`src/rtl/gcd_sched.sv`:
```
`default_nettype none
// ============================================================================
// Module      : gcd_sched
// Description : Round-robin scheduler that shares a single iterative GCD
//               engine between NREQ requesters. It grants one requester,
//               captures its operands, pulses the engine start, waits for
//               done (guarded by a watchdog) and returns a tagged response.
//
// Ports       : clk         - system clock, all logic on posedge
//               reset       - synchronous active-high reset
//               req_valid   - per-requester request, held until its response
//               req_opa     - packed operand A, requester i on [32i+31:32i]
//               req_opb     - packed operand B, same packing
//               eng_start   - one-cycle start pulse to the engine
//               eng_opa     - operand A to the engine, held for the transaction
//               eng_opb     - operand B to the engine, held for the transaction
//               eng_done    - engine completion, only honoured while waiting
//               eng_result  - engine result, valid with eng_done
//               rsp_valid   - one-cycle response pulse
//               rsp_id      - index of the requester being answered
//               rsp_result  - GCD result, 0 on watchdog abort
//               rsp_err     - watchdog abort flag, qualified by rsp_valid
//               busy        - high in every state except idle
//
// Revision    : 1.0 - initial release
// ============================================================================
module gcd_sched #(
    parameter int NREQ    = 4,
    parameter int IDW     = 2,
    parameter int TIMEOUT = 1023
) (
    input  logic                   clk,
    input  logic                   reset,
    input  logic [NREQ-1:0]        req_valid,
    input  logic [32*NREQ-1:0]     req_opa,
    input  logic [32*NREQ-1:0]     req_opb,
    output logic                   eng_start,
    output logic [31:0]            eng_opa,
    output logic [31:0]            eng_opb,
    input  logic                   eng_done,
    input  logic [31:0]            eng_result,
    output logic                   rsp_valid,
    output logic [IDW-1:0]         rsp_id,
    output logic [31:0]            rsp_result,
    output logic                   rsp_err,
    output logic                   busy
);

    // Watchdog counter just wide enough to hold TIMEOUT.
    localparam int c_TW = (TIMEOUT < 2) ? 1 : $clog2(TIMEOUT + 1);

    localparam logic [1:0] c_IDLE  = 2'd0;
    localparam logic [1:0] c_ISSUE = 2'd1;
    localparam logic [1:0] c_WAIT  = 2'd2;
    localparam logic [1:0] c_RESP  = 2'd3;

    logic [1:0]      r_state;
    logic [IDW-1:0]  r_rr_ptr;
    logic [IDW-1:0]  r_grant_id;
    logic [c_TW-1:0] r_timer;
    logic            r_eng_start;
    logic [31:0]     r_eng_opa;
    logic [31:0]     r_eng_opb;
    logic            r_rsp_valid;
    logic [IDW-1:0]  r_rsp_id;
    logic [31:0]     r_rsp_result;
    logic            r_rsp_err;
    logic            r_busy;

    logic [31:0]     w_opa_arr [NREQ];
    logic [31:0]     w_opb_arr [NREQ];
    logic            w_gnt_found;
    logic [IDW-1:0]  w_gnt_idx;
    logic [IDW-1:0]  w_scan_idx;
    logic [IDW-1:0]  w_next_ptr;
    logic            w_timeout;

    // Unpack the flat operand buses so the grant index can select directly.
    genvar gi;
    generate
        for (gi = 0; gi < NREQ; gi++) begin : g_unpack
            assign w_opa_arr[gi] = req_opa[32*gi +: 32];
            assign w_opb_arr[gi] = req_opb[32*gi +: 32];
        end
    endgenerate

    // Round-robin pick: scan offsets from the highest down so that the
    // smallest offset from r_rr_ptr with a pending request wins.
    always_comb begin
        w_gnt_found = 1'b0;
        w_gnt_idx   = '0;
        w_scan_idx  = '0;
        for (int k = NREQ - 1; k >= 0; k--) begin
            w_scan_idx = IDW'((int'(r_rr_ptr) + k) % NREQ);
            if (req_valid[w_scan_idx]) begin
                w_gnt_found = 1'b1;
                w_gnt_idx   = w_scan_idx;
            end
        end
    end

    // Pointer moves just past the requester that was served; explicit wrap
    // keeps this correct when NREQ is not a power of two.
    assign w_next_ptr = (r_grant_id == IDW'(NREQ - 1)) ? '0 : r_grant_id + 1'b1;
    assign w_timeout  = (r_timer == c_TW'(TIMEOUT));

    always_ff @(posedge clk) begin
        if (reset) begin
            r_state      <= c_IDLE;
            r_rr_ptr     <= '0;
            r_grant_id   <= '0;
            r_timer      <= '0;
            r_eng_start  <= 1'b0;
            r_eng_opa    <= '0;
            r_eng_opb    <= '0;
            r_rsp_valid  <= 1'b0;
            r_rsp_id     <= '0;
            r_rsp_result <= '0;
            r_rsp_err    <= 1'b0;
            r_busy       <= 1'b0;
        end else begin
            // Both pulses last exactly one cycle unless re-armed below.
            r_eng_start <= 1'b0;
            r_rsp_valid <= 1'b0;
            case (r_state)
                c_IDLE: begin
                    if (w_gnt_found) begin
                        r_grant_id  <= w_gnt_idx;
                        r_eng_opa   <= w_opa_arr[w_gnt_idx];
                        r_eng_opb   <= w_opb_arr[w_gnt_idx];
                        r_eng_start <= 1'b1;
                        r_busy      <= 1'b1;
                        r_state     <= c_ISSUE;
                    end
                end
                c_ISSUE: begin
                    r_timer <= '0;
                    r_state <= c_WAIT;
                end
                c_WAIT: begin
                    // Done is checked first so it wins over a same-cycle timeout.
                    if (eng_done) begin
                        r_rsp_result <= eng_result;
                        r_rsp_err    <= 1'b0;
                        r_rsp_valid  <= 1'b1;
                        r_rsp_id     <= r_grant_id;
                        r_state      <= c_RESP;
                    end else if (w_timeout) begin
                        r_rsp_result <= '0;
                        r_rsp_err    <= 1'b1;
                        r_rsp_valid  <= 1'b1;
                        r_rsp_id     <= r_grant_id;
                        r_state      <= c_RESP;
                    end else begin
                        r_timer <= r_timer + 1'b1;
                    end
                end
                c_RESP: begin
                    r_rr_ptr <= w_next_ptr;
                    r_busy   <= 1'b0;
                    r_state  <= c_IDLE;
                end
                default: begin
                    r_busy  <= 1'b0;
                    r_state <= c_IDLE;
                end
            endcase
        end
    end

    assign eng_start  = r_eng_start;
    assign eng_opa    = r_eng_opa;
    assign eng_opb    = r_eng_opb;
    assign rsp_valid  = r_rsp_valid;
    assign rsp_id     = r_rsp_id;
    assign rsp_result = r_rsp_result;
    assign rsp_err    = r_rsp_err;
    assign busy       = r_busy;

endmodule
`default_nettype wire

```
`config.mk`:
```
export PLATFORM = sky130hd
export DESIGN_NAME = gcd_sched
export DESIGN_NICKNAME = d
export VERILOG_FILES = /design/src/rtl/gcd_sched.sv
export SDC_FILE = /design/constraint.sdc
export NUM_CORES = 1
export LEC_CHECK = 0
export CAP_MARGIN = 25
export CORE_AREA = 2 2 153 155
export DETAILED_ROUTE_END_ITERATION = 10
export DIE_AREA = 0 0 155 157
export RECOVER_POWER = 100
export SKIP_CTS_REPAIR_TIMING = 1
export SYNTH_ARGS = -nofsm -noshare
export SYNTH_HDL_FRONTEND = slang
export SYNTH_SLANG_ARGS = --single-unit
```
`constraint.sdc`:
```
create_clock -name clk -period 2 [get_ports clk]
set_input_delay 0.4 -clock clk [delete_from_list [all_inputs] [get_ports clk]]
set_output_delay 0.4 -clock clk [all_outputs]
set_load 0.005 [all_outputs]
```
### Word level (Yosys, flattened, before mapping)

Cells that the tools add are included.

| word-level totals | value |
|---|---|
| bits of input ports | 295 |
| word-level logic and storage cells | 86 |
| register bits after elaboration | 118 |
| output and inout bits | 102 |

| operators by class | value |
|---|---|
| $lt $le $gt $ge | 5 |
| eq/ne operators | 9 |
| bitwise gates (word level) | 3 |
| muxes and demuxes | 41 |
| add/subtract/negate cells | 5 |
| reductions and logical operators | 11 |

Operator list:

| operator | number |
|---|---|
| $mux W32 | 6 |
| $bmux W32 S2 | 2 |
| $mux W10 | 2 |
| $mux W2 | 10 |
| $pmux W10 S2 | 1 |
| $mux W1 | 14 |
| $lt A2 B3 Y1 const B | 4 |
| $add A10 B1 Y10 const B | 1 |
| $eq A10 B10 Y1 const B | 1 |
| $bmux W1 S2 | 4 |
| $pmux W2 S4 | 1 |
| $reduce_and A2 Y1 | 4 |
| $eq A2 B2 Y1 const B | 3 |
| $ne A2 B2 Y1 const B | 3 |
| $reduce_bool A2 Y1 | 3 |
| $add A2 B1 Y2 const B | 2 |
| $add A2 B2 Y2 const B | 2 |
| $reduce_or A2 Y1 | 2 |
| $ge A3 B3 Y1 const B | 1 |
| $ne A3 B3 Y1 const B | 1 |
| $not A2 Y3 | 1 |
| $reduce_and A3 Y1 | 1 |
| $eq A2 B1 Y1 const B | 1 |
| $logic_not A2 Y1 | 1 |
| 2 further kinds | 3 |

### Logic depth before layout (Yosys ltp)

| depth | value |
|---|---|
| word-level depth | 11 |
| gate-level depth with buffers | 8 |
| mapped depth without buffers | 7 |

### Least setup slack after synthesis

No wires, ideal clock.

| path | value |
|---|---|
| path kind | register -> register |
| from | register r_timer[0] |
| to | register r_rsp_result[0] (netlist: rsp_result[0]) |
| period minus slack after synthesis | 1.669 ns |
| buffers on the path | 2 |
| library setup time | 0.117 ns |
| stages on the path, launching flop included | 9 |
| path slack | 0.331 ns |
| data arrival time | 1.552 ns |
| data required time | 1.883 ns |
| cells stage by stage | dfxtp_1 > ha_1 > nand2_1 > nor3_4 > o21ai_2 > nor2b_4 > buf_6 > buf_8 > a22o_1 |

| on the way | value |
|---|---|
| word-level cells in the longest chain between the ends | 3 |

RTL lines:

| what | RTL line | RTL |
|---|---|---|
| from (decl) | 60 | `logic [c_TW-1:0] r_timer;` |
| from (signal assigned) | 155 | `r_timer <= r_timer + 1'b1;` |
| $eq A10 B10 Y1 | 105 | `assign w_timeout = (r_timer == c_TW'(TIMEOUT));` |
| $reduce_bool A2 Y1 (no source line) | n/a |  |
| $reduce_and A2 Y1 (no source line) | n/a |  |
| to (signal assigned) | 143 | `r_rsp_result <= eng_result;` |
| to (decl) | 66 | `logic [31:0] r_rsp_result;` |

No other way between the ends.
A chain may end at the register's enable or synchronous reset.

### Worst setup path in the final report

| path | value |
|---|---|
| from | input req_valid[0] |
| to | register r_eng_opb[14] (netlist: eng_opb[14]) |

| on the way | value |
|---|---|
| word-level cells in the longest chain between the ends | 10 |
| elaborated cells on any way between the ends | 21 |
| classes of those cells | mux (19); bitwise (1); reduce/logical (1) |

RTL lines:

| what | RTL line | RTL |
|---|---|---|
| from (decl) | 34 | `input logic [NREQ-1:0] req_valid,` |
| $bmux W1 S2 | 95 | `if (req_valid[w_scan_idx]) begin` |
| $mux W1 (implied by the code) | 95 |  |
| $mux W2 (4 in series) | 95 |  |
| $not A2 Y3 (implied by the code) | 130 | `r_eng_opb <= w_opb_arr[w_gnt_idx];` |
| $bmux W32 S2 | 130 |  |
| $mux W32 (implied by the code) (2 in series) | 130 |  |
| to (signal assigned) | 130 |  |
| to (decl) | 63 | `logic [31:0] r_eng_opb;` |

Several ways; a longest one is shown, not always the timed one. The select of a mux whose other input is x is not followed.

==> metrics.md <==
| Metric | Value |
|---|---|
| Clk_skew | 0.0173 ns |
| Peak supply drop | 511 µV |
| CP Class | input pin to register |
| Worst Path Buf+Inv | 4 |
| Worst reg-to-reg setup slack | 0.15 ns |
| Worst path cell trace | clkdlybuf4s50_1 > buf_4 > a22o_1 > a221oi_4 > nand2b_4 > buf_12 > clkbuf_16 > o221ai_2 |
| Clk pin slew, worst setup/hold paths | 0.06 ns |
| Worst Path Required | 2.29 ns |
| PwrDens | 908 mW/mm² |
| FF-to-FF path depth | 8 |
| Hold Path Class | register to register |
| Final setup violation count | 0 |
| GRT Util Overall | 19.1% |
| DP Worst Slack | -0.386 ns |
| Die height | 157 µm |
| Power, Total | 10.6 mW |
| Initial antenna violation count | 0 |
| Pin count of the biggest net entering global routing | 34 |
| Leakage power | 4.60 nW |
| Tcrit/Tclk final | 96.9% |
| Post-synth EDFFs | 0 |
| First-pass GRT wire length | 35800 µm |
| Main synth FF type | dfxtp_1 |
| Worst skew pair latency | 0.42 ns |
| WHS Path Cells | 2 |
| Detailed-route via count | 6062 |
| Commonest non-fill, non-tap cells in the layout | clkdlybuf4s50_1, mux2i_1, dfxtp_1 |
| Chip width | 155 µm |
| Crit path DAT | 2.23 ns |
| Critical Path Fanout Max | 6 |
| Ys Warns | 0 |
| Initial core utilization | 27.3% |
| CP Launch Type | input pin |
| Crit path to | eng_opb[14] |
| Commonest non-fill, non-tap cell in the layout | clkdlybuf4s50_1 |
| Setup TNS | 0 ns |
| Net count reported at finish | 1291 |
| Syn Inst Count | 558 |
| Synthesis-stage register bit count | 118 |
| Crit path time final | 1.94 ns |
| CTS Buf Count | 17 |
| Fin. Hold Viols | 0 |
| Post-synth cell types | 49 |
| Achievable clock frequency | 0.516 GHz |
| Routed len/inst | 19.0 µm |
| FFs w/ async S/R, synth | 0% |
| Crit. Startpoint | req_valid[0] |
| First DRT Iteration DRCs | 192 |
| Design Area, Final | 0.0116 mm² |
| Post-synthesis sequential area ratio | 38.4% |
| Unrepaired setup endpoints after global routing | yes |
| Clock Sinks | 118 |
| R2R Path End | rsp_result[29] |
| Area grow syn2layout | 89.2% |
| Gpl congestion | 0.821 |
| Worst slew margin | 70.7% |
| CTS max path bufs | 2 |
| Share of layout cells above drive strength 1 | 18.1% |
| Htree depth | 4 |
| Fillers | 2019 |
| PortBufs | 396 |
| # DRC | 0 |
| Least-Margin Pin Slew | 0.439 ns |
| Status | complete, no violations |
| Synth Net Count | 860 |
| Root Driver | clkbuf_16 |
| Slowest cell on crit path | clkdlybuf4s50_1 |
| Detailed placer's ending HPWL | 18900 µm |
| Mapped Avg Cell Area | 11.0 µm² |
| IO Pins | 397 |
| Placed instance area | 0.0108 mm² |
| Die area | 0.0243 mm² |
| TritonCTS clock tree | done |
| Vias in the first global route | 6101 |
| Critical path depth in cells | 8 |
| Netlist Area Pre-Place | 0.00615 mm² |
| Worst Setup Slack, final | 0.0622 ns |
| Max Slew Vio Count | 0 |
| DRT Pass-1 Iters | 4 |
| Post-route ant nets | 0 |
| R2r startpoint | r_timer[1] |
| Num rows | 55 |
| CP Capture Type | register |
| Largest stage delay, worst path | 0.46 ns |
| Total wire length | 24400 µm |
| Core ar. | 0.0225 mm² |
| Avg Vias per Cell | 4.71 |
| Critical path's top delay family | buffers and inverters |
| Max-Cap Viols | 0 |
| Gr ovfl total | 0 |
| Hold_ws | 0.453 ns |
-- synth_stat cells (2+ instances only) --
cell type | instances | share of area [%]
mux2i_1 | 134 | 22
dfxtp_1 | 118 | 38
nand2_1 | 74 | 4.5
o221ai_2 | 60 | 15
a22o_1 | 33 | 4.7
nor2_1 | 17 | 1.0
buf_2 | 16 | 1.3
a21oi_1 | 10 | 0.81
clkbuf_4 | 8 | 0.98
buf_4 | 7 | 0.85
buf_6 | 7 | 1.3
ha_1 | 7 | 1.4
inv_1 | 6 | 0.37
nand3_1 | 5 | 0.41
nand2b_1 | 4 | 0.41
nand4_1 | 4 | 0.41
o221ai_1 | 4 | 0.57
buf_8 | 3 | 0.73
nor3_1 | 3 | 0.24
xnor2_1 | 3 | 0.43
xor2_1 | 3 | 0.43
a211oi_1 | 2 | 0.24
clkbuf_1 | 2 | 0.12
o21ai_0 | 2 | 0.16
or3_1 | 2 | 0.20
-- worst min path at each step --
stage	endpoint	startpoint	slack, ns
final	eng_opb[1]	eng_opb[1]	0.45
after CTS	eng_opb[1]	eng_opb[1]	0.46
after detailed placement	eng_opb[16]	eng_opb[16]	0.45
after floorplan	eng_opb[0]	eng_opb[0]	0.46
after global placement	eng_opb[2]	eng_opb[2]	0.45
after global routing	eng_opa[6]	eng_opa[6]	0.48
-- worst min-delay path, stage by stage (launching register included) --
cell	delay (ns)
dfxtp_1	0.32
nand2_1	0.05
o221ai_1	0.05
-- sequential cells by signal (all words and copies together) (netlist names) --
name	cells
eng_opa	32
eng_opb	32
rsp_result	32
r_timer	10
r_grant_id	2
r_rr_ptr	2
r_state	2
rsp_id	2
busy	1
eng_start	1
rsp_err	1
rsp_valid	1
-- kinds of logic (layout without fill, tap and decap cells) --
family,after synthesis,after routing,synth area share (%)
mux,134,134,21.8
compound gates,121,121,22.7
simple gates,121,121,9.06
flops,118,118,38.4
other cells,0,1,0
buf+inv,51,495,5.76
fa+ha+maj,7,7,1.42
xor+xnor,6,6,0.855
-- per-stage QoR --
step / instances / util (%)
floorplan: 558 / -
global placement: 1247 / 48.2
detailed placement: 1247 / 48.2
CTS: 1279 / 50.7
global route: 1287 / 51.7
finish: 1288 / 51.7
-- where the power goes --
group	switching [mW]	total, mW	internal, mW
sequential	0.290	3.21	2.92
combinational	1.79	4.29	2.50
clock	1.29	3.06	1.76
-- final cells by class --
| cell class | count | area, µm² | share of cell area [%] |
|---|---|---|---|
| Inverter | 7 | 26.3 | 0.226 |
| Tap cell | 285 | 357 | 3.07 |
| Clock buffer | 17 | 425 | 3.66 |
| Timing Repair Buffer | 456 | 4760 | 40.9 |
| Sequential cell | 118 | 2360 | 20.3 |
| Clock inverter | 15 | 156 | 1.35 |
| Multi-Input combinational cell | 389 | 3540 | 30.5 |
| Antenna cell | 1 | 2.50 | 0.0215 |
-- layer usage --
layer / GRT usage [%] / part of all wire (%) / up-vias
li1: - / - / 2993
met1: 22.7 / 41 / 2818
met2: 33.3 / 49 / 229
met3: 6.31 / 7.9 / 22
met4: 4.89 / 1.5 / 0
met5: 0 / 0 / -
Note: power is estimated with default switching activity, not from simulation.
